## src/rtl/m72_pic.sv

```systemverilog
// 8259A/uPD71059-style interrupt controller for the M72 main CPU: fully-nested priority over
// eight request lines, an ICW/OCW register file, and a vector driven onto the read path during acknowledge.
module m72_pic #(
  parameter logic [7:0] DEFAULT_BASE = 8'h20
) (
  input  logic        CLK_32M,
  input  logic        reset_n,
  input  logic        CS,
  input  logic        A0,
  input  logic        IOWR,
  input  logic        IORD,
  input  logic [7:0]  DIN,
  output logic [15:0] DOUT,
  output logic        DOUT_VALID,
  input  logic [7:0]  IR,
  output logic        INT_RQ,
  input  logic        INT_ACK
);

  typedef enum logic [1:0] {READY, WAIT_ICW2, WAIT_ICW3, WAIT_ICW4} init_state_t;

  init_state_t state_q, state_d;
  logic [7:0] irr_q, irr_d, isr_q, isr_d, imr_q, imr_d, vec_q, vec_d;
  logic [7:0] ir_q;
  logic [4:0] base_q, base_d;
  logic       ltim_q, ltim_d, sngl_q, sngl_d, ic4_q, ic4_d, aeoi_q, aeoi_d;
  logic       rd_isr_q, rd_isr_d;
  logic       wr_q, ack_q, int_rq_q;

  logic       wr_stb, ack_rise, cand_vld, icw1;
  logic [7:0] ir_rise, cand, isr_low, ack_clr, eoi_clr;
  logic [7:0] ack_vec;

  function automatic logic [7:0] lowest_bit(input logic [7:0] v);
    return v & (~v + 8'd1);
  endfunction

  function automatic logic [2:0] encode(input logic [7:0] onehot);
    logic [2:0] idx;
    idx = 3'd0;
    for (int i = 0; i < 8; i++) begin
      if (onehot[i]) idx = 3'(i);
    end
    return idx;
  endfunction

  assign wr_stb   = CS & IOWR & ~wr_q;
  assign ack_rise = INT_ACK & ~ack_q;
  assign ir_rise  = IR & ~ir_q;
  assign cand     = lowest_bit(irr_q & ~imr_q);
  assign isr_low  = lowest_bit(isr_q);
  // One-hot masks compare the same way as their indices, so "index below the lowest ISR bit" is a magnitude test.
  assign cand_vld = (cand != 8'h00) && ((isr_q == 8'h00) || (cand < isr_low));
  assign ack_vec  = {base_q, cand_vld ? encode(cand) : 3'd7};
  assign ack_clr  = (ack_rise && cand_vld) ? cand : 8'h00;
  assign INT_RQ   = int_rq_q;

  always_comb begin
    state_d  = state_q;
    imr_d    = imr_q;
    base_d   = base_q;
    ltim_d   = ltim_q;
    sngl_d   = sngl_q;
    ic4_d    = ic4_q;
    aeoi_d   = aeoi_q;
    rd_isr_d = rd_isr_q;
    vec_d    = ack_rise ? ack_vec : vec_q;
    icw1     = 1'b0;
    eoi_clr  = 8'h00;

    if (wr_stb) begin
      if (!A0 && DIN[4]) begin
        icw1     = 1'b1;
        imr_d    = 8'h00;
        rd_isr_d = 1'b0;
        ltim_d   = DIN[3];
        sngl_d   = DIN[1];
        ic4_d    = DIN[0];
        state_d  = WAIT_ICW2;
      end else begin
        unique case (state_q)
          WAIT_ICW2: if (A0) begin
            base_d  = DIN[7:3];
            state_d = !sngl_q ? WAIT_ICW3 : (ic4_q ? WAIT_ICW4 : READY);
          end
          WAIT_ICW3: if (A0) state_d = ic4_q ? WAIT_ICW4 : READY;
          WAIT_ICW4: if (A0) begin
            aeoi_d  = DIN[1];
            state_d = READY;
          end
          READY: begin
            if (A0) begin
              imr_d = DIN;
            end else if (DIN[4:3] == 2'b00) begin
              if (DIN[7:5] == 3'b001) eoi_clr = isr_low;
              else if (DIN[7:5] == 3'b011) eoi_clr = 8'h01 << DIN[2:0];
            end else if (DIN[1]) begin
              rd_isr_d = DIN[0];
            end
          end
          default: state_d = READY;
        endcase
      end
    end

    // A new edge on a bit being acknowledged wins over the acknowledge clear.
    if (icw1)        irr_d = 8'h00;
    else if (ltim_q) irr_d = IR & ~ack_clr;
    else             irr_d = (irr_q & ~ack_clr) | ir_rise;

    if (icw1) isr_d = 8'h00;
    else      isr_d = (isr_q & ~eoi_clr) | (aeoi_q ? 8'h00 : ack_clr);
  end

  always_ff @(posedge CLK_32M or negedge reset_n) begin
    if (!reset_n) begin
      state_q  <= READY;
      irr_q    <= 8'h00;
      isr_q    <= 8'h00;
      imr_q    <= 8'hFF;
      vec_q    <= 8'h00;
      ir_q     <= 8'h00;
      base_q   <= DEFAULT_BASE[7:3];
      ltim_q   <= 1'b0;
      sngl_q   <= 1'b0;
      ic4_q    <= 1'b0;
      aeoi_q   <= 1'b0;
      rd_isr_q <= 1'b0;
      wr_q     <= 1'b0;
      ack_q    <= 1'b0;
      int_rq_q <= 1'b0;
    end else begin
      state_q  <= state_d;
      irr_q    <= irr_d;
      isr_q    <= isr_d;
      imr_q    <= imr_d;
      vec_q    <= vec_d;
      ir_q     <= IR;
      base_q   <= base_d;
      ltim_q   <= ltim_d;
      sngl_q   <= sngl_d;
      ic4_q    <= ic4_d;
      aeoi_q   <= aeoi_d;
      rd_isr_q <= rd_isr_d;
      wr_q     <= CS & IOWR;
      ack_q    <= INT_ACK;
      int_rq_q <= cand_vld;
    end
  end

  // Acknowledge owns the read path; the edge cycle shows the vector before it is latched.
  always_comb begin
    DOUT       = 16'h0000;
    DOUT_VALID = 1'b0;
    if (INT_ACK) begin
      DOUT_VALID = 1'b1;
      DOUT       = {8'h00, ack_rise ? ack_vec : vec_q};
    end else if (CS && IORD) begin
      DOUT_VALID = 1'b1;
      DOUT       = {8'h00, A0 ? imr_q : (rd_isr_q ? isr_q : irr_q)};
    end
  end

endmodule

```

## config.mk

```make
export PLATFORM = sky130hd
export DESIGN_NAME = m72_pic
export DESIGN_NICKNAME = d
export VERILOG_FILES = /design/src/rtl/m72_pic.sv
export SDC_FILE = /design/constraint.sdc
export NUM_CORES = 1
export LEC_CHECK = 0
export CORE_ASPECT_RATIO = 1.25
export CORE_MARGIN = 1.5
export CORE_UTILIZATION = 60
export CTS_CLUSTER_DIAMETER = 80
export DETAILED_ROUTE_END_ITERATION = 6
export PLACE_DENSITY = 0.86
export SYNTH_ARGS = -nofsm -noshare
export SYNTH_HDL_FRONTEND = slang
export SYNTH_SLANG_ARGS = --single-unit
```

## constraint.sdc

```tcl
create_clock -name CLK_32M -period 10.4 [get_ports CLK_32M]
set_clock_uncertainty 0.05 [all_clocks]
set_input_delay 3.12 -clock CLK_32M [delete_from_list [all_inputs] [get_ports CLK_32M]]
set_output_delay 3.12 -clock CLK_32M [all_outputs]
set_load 0.05 [all_outputs]
```

==> qor.csv <==
metric,value,unit
dpl cells,452,
vias in the first global route,2758,
Layout Nets,423,
Area contributors post-synth,"dfrtp_1, nand2_1, dfstp_2",
Synth Flop Type,dfrtp_1,
Num CTS Buffers,5,
RR Endpoint,isr_q[4]$_DFF_PN0_,
power per cell area,238,nW/µm²
CTS tree,yes,
clk sink count,55,
worst reg2reg path depth,10,
dpl hpwl,6.13,mm
PostCTS Resize Cnt,0,
Max-Cap Viols,0,
Fill cells,429,
Max VDD drop,0.128,mV
"leading cell type in the layout, fill and taps excluded",nand2_1,
I/O Pins,41,
RSZ-0062 raised after global routing,no,
Yosys warning total,0,
largest net degree at the start of global routing,56,
post-DR vias/cell,6.20,
crit path time final,8740,ps
CP Data Required Time,7230,ps
post-DR wirelength/cell,17.6,µm
DR DRC count,0,
Synth top area share,0.341,
slew of the pin with the lowest slew margin,911,ps
R2R Setup Slk,7180,ps
Leak,0.00160,µW
WL met3,452,µm
met1 WL,3.25,mm
All-Layer GR Usage,0.286,
post-synthesis cell count,369,
P&R area growth vs syn,11.7,%
Starting Density,0.621,
CP Class,in2out,
Antenna diodes,0,
hold buffer count at CTS,0,
crit path from,INT_ACK,
# H-tree levels,2,
Detail Route Antenna Nets,0,
port buffer count,32,
layout cells sized above 1,0.157,
async set-reset flop share out of synthesis,1.00,
run status,"complete, no violations",
Post-Syn Area,3380,µm²
CP max FO,13,
vias,2854,
TNS Setup,0,ps
Die W,70.1,µm
R2R Path Start,isr_q[0]$_DFF_PN0_,
WL met2,4.00,mm
Finished Layout Cells,460,
dominant cell type by area after synthesis,dfrtp_1,
root buffer selected by CTS,clkbuf_8,
Clock Latency Late Sink,320,ps
post-synthesis sequential area ratio,0.411,
Min-Delay Path Class,reg2reg,
Setup crit end,DOUT[2],
CP Launch Type,input pin,
DRC marker count from the first detailed-route iteration,314,
Cell variety after synth,63,
core box area,5440,µm²
max_slew headroom,0.391,
Final setup viols,0,
number of synthesized register bits,55,
part of the cycle the worst path needs,0.841,
Post-Route WL,8.12,mm
DRT Pass-1 Iters,4,
crit path DAT,5570,ps
Final Max Tran Viols,0,
Max Clock Freq,0.114,GHz
Worst setup EP type,output pin,
GPL Wtd Cong,0.938,
Die H,86.9,µm
clk slew on worst S/H paths,100,ps
DR top layer,met4,
most frequent cells in the layout,"nand2_1, dfrtp_1, clkdlybuf4s50_1",
die area,6090,µm²
final hold viol count,0,
CTS Buffer Depth,2,
"EDFF count, synth",0,
design area,3770,µm²
initial antenna violation count,0,
Cell Rows,30,
first-pass GRT wire length,13.6,mm
Post-Syn Area per Cell,9.16,µm²
total grt overflow,0,
"Setup Fix Bufs, Post-CTS",0,
Post-Place Cell Area,3690,µm²
## cell type report
| type | count | area (µm²) | area share |
|---|---|---|---|
| clock inverters | 3 | 18.8 | 0.00497 |
| clock buffers | 5 | 68.8 | 0.0182 |
| multi-input cells | 282 | 1820 | 0.483 |
| inverters | 16 | 60.1 | 0.0159 |
| repair buffers | 35 | 338 | 0.0895 |
| flip-flops and latches | 55 | 1390 | 0.368 |
| well taps | 64 | 80.1 | 0.0212 |
## worst min-delay path by stage
| stage | start | to | slack (ps) | cells after the start |
|---|---|---|---|---|
| final | vec_q[4]$_DFF_PN0_ | vec_q[4]$_DFF_PN0_ | 430 | 2 |
| after global routing | imr_q[6]$_DFFE_PN1P_ | imr_q[6]$_DFFE_PN1P_ | 450 | 2 |
| after CTS | vec_q[4]$_DFF_PN0_ | vec_q[4]$_DFF_PN0_ | 430 | 2 |
| after detailed placement | vec_q[4]$_DFF_PN0_ | vec_q[4]$_DFF_PN0_ | 410 | 2 |
| after global placement | vec_q[4]$_DFF_PN0_ | vec_q[4]$_DFF_PN0_ | 400 | 2 |
| after floorplan | vec_q[5]$_DFF_PN0_ | vec_q[5]$_DFF_PN0_ | 390 | 2 |
## kinds of logic (layout without fill, tap and decap cells)
family	Yosys count	count (layout)	synth area share
simple gates	152	152	0.243
compound gates	102	102	0.222
flops	55	55	0.411
buf+inv	39	59	0.0578
mux	14	14	0.0437
fa+ha+maj	5	5	0.0185
other cells	1	8	0.00111
xor+xnor	1	1	0.00259
## flip-flops by register name, summed over array words and instances, names as in the netlist, 2 cells and up
register and count:
imr_q 8, ir_q 8, irr_q 8, isr_q 8, vec_q 8, base_q 5
state_q 2
## per-layer routing
layer  global-route usage  up-vias
met2                0.466      108
met3               0.0463       31
met5                    0        -
li1                     -     1354
met4                0.185        0
met1                0.356     1361
## stage by stage
| stage | util | worst slack [ps] | hold slack [ps] | total power (µW) |
|---|---|---|---|---|
| floorplan | - | 2370 | 391 | 665 |
| global placement | 0.677 | 1750 | 403 | 761 |
| detailed placement | 0.677 | 1710 | 409 | 775 |
| CTS | 0.694 | 1700 | 434 | 895 |
| global route | 0.694 | 1510 | 453 | 949 |
| finish | 0.694 | 1660 | 430 | 897 |
## worst max-delay path: stages
cell             delay [ps]
clkdlybuf4s50_1         750
nor2b_1                 500
o21ai_0                 230
o211ai_1                130
clkdlybuf4s50_1         840
## synthesized netlist by cell type, types with 3 or more instances
cell type   n
dfrtp_1    46
buf_4       8
o21ai_0    20
inv_1      16
a21oi_1    28
nor2b_1     9
a21o_1      4
nand4_1     4
nor2_1     25
nand2b_1    4
nand2_1    65
a31oi_1     3
mux2_2      6
dfstp_2     9
a32o_1      5
o22ai_1     6
nand3_1    11
or2b_2      6
clkbuf_1   11
a311oi_2    5
a21boi_0    5
nand3b_1    3
mux2i_1     8
ha_1        5
nor3_2      3
## where the power goes
| group | leakage (µW) | internal, µW | switching, µW | total, µW |
|---|---|---|---|---|
| clock | 0.0000483 | 47.7 | 73.1 | 121 |
| sequential | 0.000659 | 281 | 69.6 | 351 |
| combinational | 0.000888 | 172 | 254 | 426 |
| total | 0.00160 | 501 | 396 | 897 |
Note: power is estimated with default switching activity, not from simulation.
